### config.mk
export PLATFORM = sky130hd
export DESIGN_NAME = primal_math_arbiter
export DESIGN_NICKNAME = d
export VERILOG_FILES = /design/src/rtl/primal_math_arbiter.sv
export SDC_FILE = /design/constraint.sdc
export NUM_CORES = 1
export LEC_CHECK = 0
export CAP_MARGIN = 20
export CORE_AREA = 2 2 187 189
export DETAILED_ROUTE_END_ITERATION = 12
export DIE_AREA = 0 0 189 191
export GPL_TIMING_DRIVEN = 0
export SYNTH_ARGS = -nofsm -noshare
export SYNTH_HDL_FRONTEND = slang
export SYNTH_SLANG_ARGS = --single-unit
### constraint.sdc
create_clock -name clk -period 2.67 [get_ports clk]
set_clock_uncertainty 0.1 [all_clocks]
set_input_delay 0.267 -clock clk [delete_from_list [all_inputs] [get_ports clk]]
set_output_delay 0.267 -clock clk [all_outputs]
set_load 0.005 [all_outputs]
### src/rtl/primal_math_arbiter.sv
// Round-robin arbiter sharing one primal_math_engine between NUM_REQ requesters.
// Each operation latches the winner's operands, clears the engine (clearing its
// sticky valid), pulses compute, waits for valid or a timeout, then returns a
// tagged one-cycle response.
//
// Ports:
//   clk, rst                  clock, synchronous active-high reset
//   req_valid/op/prime_a/b    per-requester level request and operands (packed slices)
//   req_ack                   one-cycle pulse when requester i's operands are latched
//   busy                      high in every state except idle
//   rsp_*                     one-cycle tagged response (data zeroed on timeout)
//   eng_prime_a/b, eng_op     latched operands driven to the engine
//   eng_compute, eng_clear    one-cycle engine start / clear pulses
//   eng_result/t1_rem/valid/violation   engine outputs
module primal_math_arbiter #(
  parameter int unsigned NUM_REQ        = 4,
  parameter int unsigned TIMEOUT_CYCLES = 64
) (
  input  logic                          clk,
  input  logic                          rst,
  input  logic [NUM_REQ-1:0]            req_valid,
  input  logic [2*NUM_REQ-1:0]          req_op,
  input  logic [32*NUM_REQ-1:0]         req_prime_a,
  input  logic [32*NUM_REQ-1:0]         req_prime_b,
  output logic [NUM_REQ-1:0]            req_ack,
  output logic                          busy,
  output logic                          rsp_valid,
  output logic [$clog2(NUM_REQ)-1:0]    rsp_id,
  output logic [31:0]                   rsp_result,
  output logic [31:0]                   rsp_remainder,
  output logic                          rsp_violation,
  output logic                          rsp_timeout,
  output logic [31:0]                   eng_prime_a,
  output logic [31:0]                   eng_prime_b,
  output logic [1:0]                    eng_op,
  output logic                          eng_compute,
  output logic                          eng_clear,
  input  logic [31:0]                   eng_result,
  input  logic [31:0]                   eng_t1_rem,
  input  logic                          eng_valid,
  input  logic                          eng_violation
);

  localparam int unsigned ID_W = $clog2(NUM_REQ);
  localparam logic [ID_W-1:0] LAST_ID = ID_W'(NUM_REQ - 1);
  localparam logic [15:0] WAIT_LAST = 16'(TIMEOUT_CYCLES - 1);

  typedef enum logic [2:0] {StIdle, StClear, StIssue, StWait, StResp} state_e;

  state_e          state;
  logic [ID_W-1:0] rr_ptr;
  logic [ID_W-1:0] winner;
  logic [15:0]     wait_cnt;

  logic            found;
  logic [ID_W-1:0] win_idx;
  logic [1:0]      win_op;
  logic [31:0]     win_a;
  logic [31:0]     win_b;

  // Round-robin pick: first pass covers indices at or above rr_ptr, second pass
  // wraps to the low indices.
  always_comb begin
    found   = 1'b0;
    win_idx = '0;
    for (int unsigned j = 0; j < NUM_REQ; j++) begin
      if (!found && req_valid[j] && (ID_W'(j) >= rr_ptr)) begin
        found   = 1'b1;
        win_idx = ID_W'(j);
      end
    end
    for (int unsigned j = 0; j < NUM_REQ; j++) begin
      if (!found && req_valid[j]) begin
        found   = 1'b1;
        win_idx = ID_W'(j);
      end
    end
    win_op = '0;
    win_a  = '0;
    win_b  = '0;
    for (int unsigned j = 0; j < NUM_REQ; j++) begin
      if (ID_W'(j) == win_idx) begin
        win_op = req_op[2*j +: 2];
        win_a  = req_prime_a[32*j +: 32];
        win_b  = req_prime_b[32*j +: 32];
      end
    end
  end

  always_ff @(posedge clk) begin
    if (rst) begin
      state         <= StIdle;
      rr_ptr        <= '0;
      winner        <= '0;
      wait_cnt      <= '0;
      req_ack       <= '0;
      busy          <= 1'b0;
      rsp_valid     <= 1'b0;
      rsp_id        <= '0;
      rsp_result    <= '0;
      rsp_remainder <= '0;
      rsp_violation <= 1'b0;
      rsp_timeout   <= 1'b0;
      eng_prime_a   <= '0;
      eng_prime_b   <= '0;
      eng_op        <= '0;
      eng_compute   <= 1'b0;
      eng_clear     <= 1'b0;
    end else begin
      // Pulse outputs default low; each is raised for exactly one state.
      req_ack     <= '0;
      eng_clear   <= 1'b0;
      eng_compute <= 1'b0;
      rsp_valid   <= 1'b0;
      unique case (state)
        StIdle: begin
          if (found) begin
            winner           <= win_idx;
            eng_op           <= win_op;
            eng_prime_a      <= win_a;
            eng_prime_b      <= win_b;
            req_ack[win_idx] <= 1'b1;
            eng_clear        <= 1'b1;
            busy             <= 1'b1;
            state            <= StClear;
          end
        end
        StClear: begin
          eng_compute <= 1'b1;
          state       <= StIssue;
        end
        StIssue: begin
          wait_cnt <= '0;
          state    <= StWait;
        end
        StWait: begin
          // Valid wins over timeout, so valid on the final count is a success.
          if (eng_valid) begin
            rsp_result    <= eng_result;
            rsp_remainder <= eng_t1_rem;
            rsp_violation <= eng_violation;
            rsp_timeout   <= 1'b0;
            rsp_valid     <= 1'b1;
            rsp_id        <= winner;
            state         <= StResp;
          end else if (wait_cnt == WAIT_LAST) begin
            rsp_result    <= '0;
            rsp_remainder <= '0;
            rsp_violation <= 1'b0;
            rsp_timeout   <= 1'b1;
            rsp_valid     <= 1'b1;
            rsp_id        <= winner;
            state         <= StResp;
          end else begin
            wait_cnt <= wait_cnt + 16'd1;
          end
        end
        StResp: begin
          rr_ptr <= (winner == LAST_ID) ? '0 : winner + ID_W'(1);
          busy   <= 1'b0;
          state  <= StIdle;
        end
        default: state <= StIdle;
      endcase
    end
  end

endmodule

After elaboration in Yosys (flattened, before gate mapping)
Index checks and enable logic that the tools add are counted.
Widths: inputs -> output; s select.
{"block": "op_classes", "add_sub_neg": 2, "n_mul": 0, "n_div": 0, "order_cmp": 6, "n_eq_ne": 13, "n_shift": 0, "n_mux": 52, "bitwise": 3, "reduce_logical": 32}
{"op": "$mux 32", "count": 11}
{"op": "$mux 16", "count": 2}
{"op": "$pmux 16 s2", "count": 1}
{"op": "$mux 2", "count": 13}
{"op": "$mux 1", "count": 19}
{"op": "$add 16x1->16 const B", "count": 1}
{"op": "$eq 16x6->1 const B", "count": 1}
{"op": "$logic_and 1x1->1", "count": 12}
{"op": "$pmux 3 s4", "count": 1}
{"op": "$mux 3", "count": 3}
{"op": "$reduce_and 2->1", "count": 4}
{"op": "$logic_not 1->1", "count": 7}
{"op": "$eq 3x2->1 const B", "count": 2}
{"op": "$ne 2x2->1 const B", "count": 3}
{"op": "$reduce_bool 2->1", "count": 3}
{"op": "$eq 2x2->1 const A", "count": 2}
{"op": "$ge 1x2->1 const A", "count": 2}
{"op": "$ge 2x2->1 const A", "count": 2}
{"op": "$reduce_or 2->1", "count": 2}
{"op": "$eq 3x1->1 const B", "count": 1}
{"op": "$eq 3x3->1 const B", "count": 1}
{"op": "$logic_not 3->1", "count": 1}
{"op": "$lt 2x3->1 const B", "count": 1}
{"op": "$ne 3x3->1 const B", "count": 1}
{"op": "10 further kinds", "count": 12}
{"block": "totals", "reg_bits": 165, "latchBits": 0, "ram_bits": 0, "rom_bits": 0, "input_bits": 336, "elab_cells": 125, "mem_count": 0}

Logic depth before layout (Yosys ltp)
{"block": "logic_depth", "depth_word": 32, "depth_mapped": 9, "depth_no_buf": 6}

Worst setup path after synthesis
Ideal clock, no wire load.
{"block": "synth_path", "path_type": "register -> register", "startpoint": "register wait_cnt[0]", "endpoint": "register rsp_remainder[10]", "setup_ps": 117, "arrival_time_ps": 1927, "slack_ps": 527, "path_stages_with_launch": 10, "n_path_buf": 3, "synth_period_minus_slack_ps": 2143, "path_cell_list": "dfxtp_1 > ha_1 > nand3_1 > or2_2 > clkbuf_1 > o31ai_4 > a21oi_1 > buf_6 > buf_6 > a22o_1"}
{"block": "synth_between", "elab_chain_cells": 3}
{"item": "start: declaration", "line": "53", "source": "logic [15:0] wait_cnt;"}
{"item": "start signal: assignment", "line": "155", "source": "wait_cnt <= wait_cnt + 16'd1;"}
{"item": "$eq 16x6->1", "line": "146", "source": "end else if (wait_cnt == WAIT_LAST) begin"}
{"item": "$reduce_bool 2->1 (no line)"}
{"item": "$reduce_and 2->1 (no line)"}
{"item": "end signal: assignment", "line": "140", "source": "rsp_remainder <= eng_t1_rem;"}
{"item": "end: declaration", "line": "30", "source": "output logic [31:0] rsp_remainder,"}
Every way passes these cells.
A chain may end at the register's enable or synchronous reset.

Final worst setup path
{"block": "layout_path", "startpoint": "input req_valid[0]", "endpoint": "register eng_prime_a[4]"}
{"block": "layout_between", "elab_chain_cells": 31}
{"item": "start: declaration", "line": "21", "source": "input logic [NUM_REQ-1:0] req_valid,"}
{"item": "$logic_and 1x1->1", "line": "67", "source": "if (!found && req_valid[j] && (ID_W'(j) >= rr_ptr)) begin"}
{"item": "$mux 1", "line": "67"}
{"item": "$logic_not 1->1", "line": "67"}
{"item": "$logic_and 1x1->1 (2 in series)", "line": "67"}
{"item": "$mux 1", "line": "67"}
{"item": "$logic_not 1->1", "line": "67"}
{"item": "$logic_and 1x1->1 (2 in series)", "line": "67"}
{"item": "$mux 1", "line": "67"}
{"item": "[10 not listed]"}
{"item": "$logic_not 1->1", "line": "73", "source": "if (!found && req_valid[j]) begin"}
{"item": "$logic_and 1x1->1", "line": "73"}
{"item": "$mux 1", "line": "73"}
{"item": "$logic_not 1->1", "line": "73"}
{"item": "$logic_and 1x1->1", "line": "73"}
{"item": "$mux 2", "line": "73"}
{"item": "$logic_not 2->1", "line": "82", "source": "if (ID_W'(j) == win_idx) begin"}
{"item": "$mux 32 (4 in series)", "line": "82"}
{"item": "end signal: assignment", "line": "120", "source": "eng_prime_a <= win_a;"}
{"item": "end: declaration", "line": "33", "source": "output logic [31:0] eng_prime_a,"}
Parallel ways exist; a longest one is shown, timed or not.

==> flow_metrics.tcl <==
set metrics [dict create \
    syn_inst 850 \
    min_period_ns 2.56 \
    clock-sinks 165 \
    avgSynthCellArea_um2 9.05 \
    drv_cap 0 \
    timing.rr.start "rr_ptr[0]" \
    crit_arrival_ns 2.77 \
    r2r_cells 6 \
    finalCritPeriodShare_pct 95.9 \
    hpwl_um 27400 \
    path_max_fanout 10 \
    critPathMostFrequentCell "nand2_1" \
    hold_buffers 0 \
    hold_start "eng_t1_rem[30]" \
    ys_ff_latch 165 \
    synth.top_cells.by_area "dfxtp_1 (43%), mux2i_1 (9.0%), a22o_1 (7.4%), o211ai_1 (6.5%), a21o_1 (5.3%)" \
    fp-row-count 68 \
    cts.reportedPaths.clkPinSlew_ns 0.07 \
    viasPerCell 4.63 \
    grt_max_degree 17 \
    finalSetupViolations 0 \
    fmaxAchievable_mhz 391 \
    netlist-cell-type-count 45 \
    critPathKind "input pin to register" \
    nets 1685 \
    grt_pass1_vias 8642 \
    min_path_cells 2 \
    place_inst 1782 \
    clkLatencyLatePin_ns 0.44 \
    drive_gt1_share_pct 5.08 \
    final.setup.tns_ns 0 \
    synth_area_um2 7690 \
    fill_cells 3445 \
    critPathLaunchType "input pin" \
    synthesis.nets 1188 \
    die_w_um 189 \
    p_total_mw 6.86 \
    rr_endpoint "eng_prime_a[4]" \
    io_pins 478 \
    track_usage_pct 18.7 \
    gp_congestion 0.836 \
    first_pass_iters 5 \
    dr.first_iter.drc_count 362 \
    layout.cells.non_filler 1814 \
    drc_errors 0 \
    clock_path_buffers 2 \
    ys_seq_area_share_pct 42.9 \
    slew_headroom_pct 46.5 \
    cts_tree "yes" \
    power_leakage_nw 4.86 \
    fp.dieArea_um2 36100 \
    reg2reg_slack_ns 0.13 \
    yosys_warnings 0 \
    rsz0062_at_grt "yes" \
    powerDensity_nw_per_um2 502 \
    core_um2 34100 \
    ys_async_sr_fraction_pct 0 \
    yosys-top-cells-count "dfxtp_1 (165), nand2_1 (80), o21ai_0 (72)" \
    cts_buffers 17 \
    crit_required_ns 2.88 \
    synth_top_area_share_pct 42.9 \
    yosys.cell_count.top_type "dfxtp_1" \
    hp-class "input pin to register" \
    grt_pass1_wl_um 51400 \
    ys.flop_type "dfxtp_1" \
    finalHoldViolations 0 \
    start_util_pct 22.6 \
    antenna_found_initial 0 \
    grt_overflow 0 \
    synth_edf_count 0 \
    synth_top_cell_by_area "dfxtp_1" \
    ant_nets 0 \
    worst_pin_slew_ns 0.803 \
    ir_drop_v 0.000417 \
    post-route-util_pct 40.0 \
    cts_htree_levels 4 \
    status "finished clean" \
    crit_path_max_incr_delay_ns 0.53 \
    num_vias 8400 \
    die_y_um 191 \
    io_buffers 477 \
    cp-end-kind "register" \
    post_drt_wl_per_cell_um 19.0 \
    cpMaxStageDelayCell "o21bai_1" \
    holdPathEnd "rsp_remainder[30]" \
    crit_path_cell_trace "clkdlybuf4s50_1, nor2b_1, o21bai_1, nand2_1, nand2_1, buf_1, o211ai_1" \
    slew_violations 0 \
    synthToLayoutAreaGrowth_pct 77.4 \
    ctsRootBufferMaster "clkbuf_16" \
    wl_um 34500 \
    antenna_cells 0 \
]
==> power breakdown <==
group | switching [mW] | total [mW] | internal [mW]
Sequential | 0.104 | 2.75 | 2.64
Clock | 1.16 | 2.47 | 1.31
Combinational | 0.659 | 1.64 | 0.980
==> worst max path at each step <==
stage	startpoint	to	slack, ns	cells past startpoint
global placement	req_valid[2]	eng_prime_a[29]	-0.61	7
floorplan	wait_cnt[0]	rsp_remainder[10]	0.53	9
finish	req_valid[0]	eng_prime_a[4]	0.11	7
CTS	req_valid[0]	eng_prime_a[28]	0.05	9
global route	state[0]	eng_prime_a[14]	-0.06	6
detailed placement	req_valid[2]	eng_prime_a[13]	-0.63	8
==> layout by cell type (no fill, tap or decap), types with 4 or more instances in the layout <==
master / count
buf_6: 6
mux2i_1: 69
buf_2: 17
or3_1: 4
and3_1: 13
nand2b_1: 7
clkbuf_16: 17
o21ai_0: 71
a21o_1: 54
a22o_1: 65
nor2_1: 22
xnor2_1: 9
clkbuf_1: 46
o211ai_1: 67
a21boi_0: 12
inv_6: 5
dfxtp_1: 165
inv_1: 6
clkdlybuf4s50_1: 477
a21oi_1: 13
nor2b_1: 7
nand3_1: 62
nor3_1: 8
and2_1: 5
nand2_1: 80
clkbuf_2: 4
==> through the flow <==
stage                     setup slack [ns]  hold slack [ns]  cell area [um2]
final                                0.110            0.306            13600
after detailed placement            -0.631            0.365            13000
after global routing               -0.0566            0.289            13600
after CTS                           0.0487            0.276            13600
after floorplan                      0.527            0.264             7690
after global placement              -0.607            0.360            13000
==> critical path: cells and delay by family <==
kind                   cells  cell delay (ns)
AND/OR/NAND/NOR            3             0.81
buffers and inverters      2             0.98
AO/OA/AOI/OAI              2             0.70
==> layer usage <==
layer  share of wire [%]  wire length, um  global-route usage (%)  vias to the layer above
met3                 8.5             2920                    7.07                       28
met5                   0                0                       0                        -
li1                    -                -                       -                     4117
met1                  39            13500                    20.6                     3939
met2                  51            17600                    33.7                      316
met4                 1.5              503                    4.69                        0
==> flip-flops by register name, indices dropped and copies added, names as in the netlist, 2 cells and up <==
register,cells
eng_op,2
eng_prime_a,32
eng_prime_b,32
req_ack,4
rr_ptr,2
rsp_id,2
rsp_remainder,32
rsp_result,32
state,3
wait_cnt,16
winner,2
==> repair_timing <==
item | in CTS | in global routing
pin swaps | 0 | 1
setup buffers | 0 | 2
resized for setup | 3 | 9
setup endpoints to repair | 38 | 50
hold endpoints to repair | 0 | 0
==> layout make-up <==
| type | instances | area [um2] | share of cell area (%) |
|---|---|---|---|
| inverters | 6 | 22.5 | 0.165 |
| well taps | 455 | 569 | 4.17 |
| flip-flops and latches | 165 | 3300 | 24.2 |
| repair buffers | 479 | 4800 | 35.2 |
| plain buffers | 75 | 353 | 2.59 |
| clock buffers | 17 | 425 | 3.12 |
| clock inverters | 14 | 145 | 1.06 |
| multi-input cells | 603 | 4030 | 29.5 |
==> kinds of logic after synthesis <==
logic type | Yosys count | share of synthesized area [%]
compound gates | 292 | 27.0
simple gates | 229 | 14.7
flops | 165 | 42.9
buf+inv | 82 | 4.86
mux | 69 | 8.98
xor+xnor | 11 | 1.25
fa+ha+maj | 2 | 0.325
No activity file was read; power rests on OpenSTA's default activity.
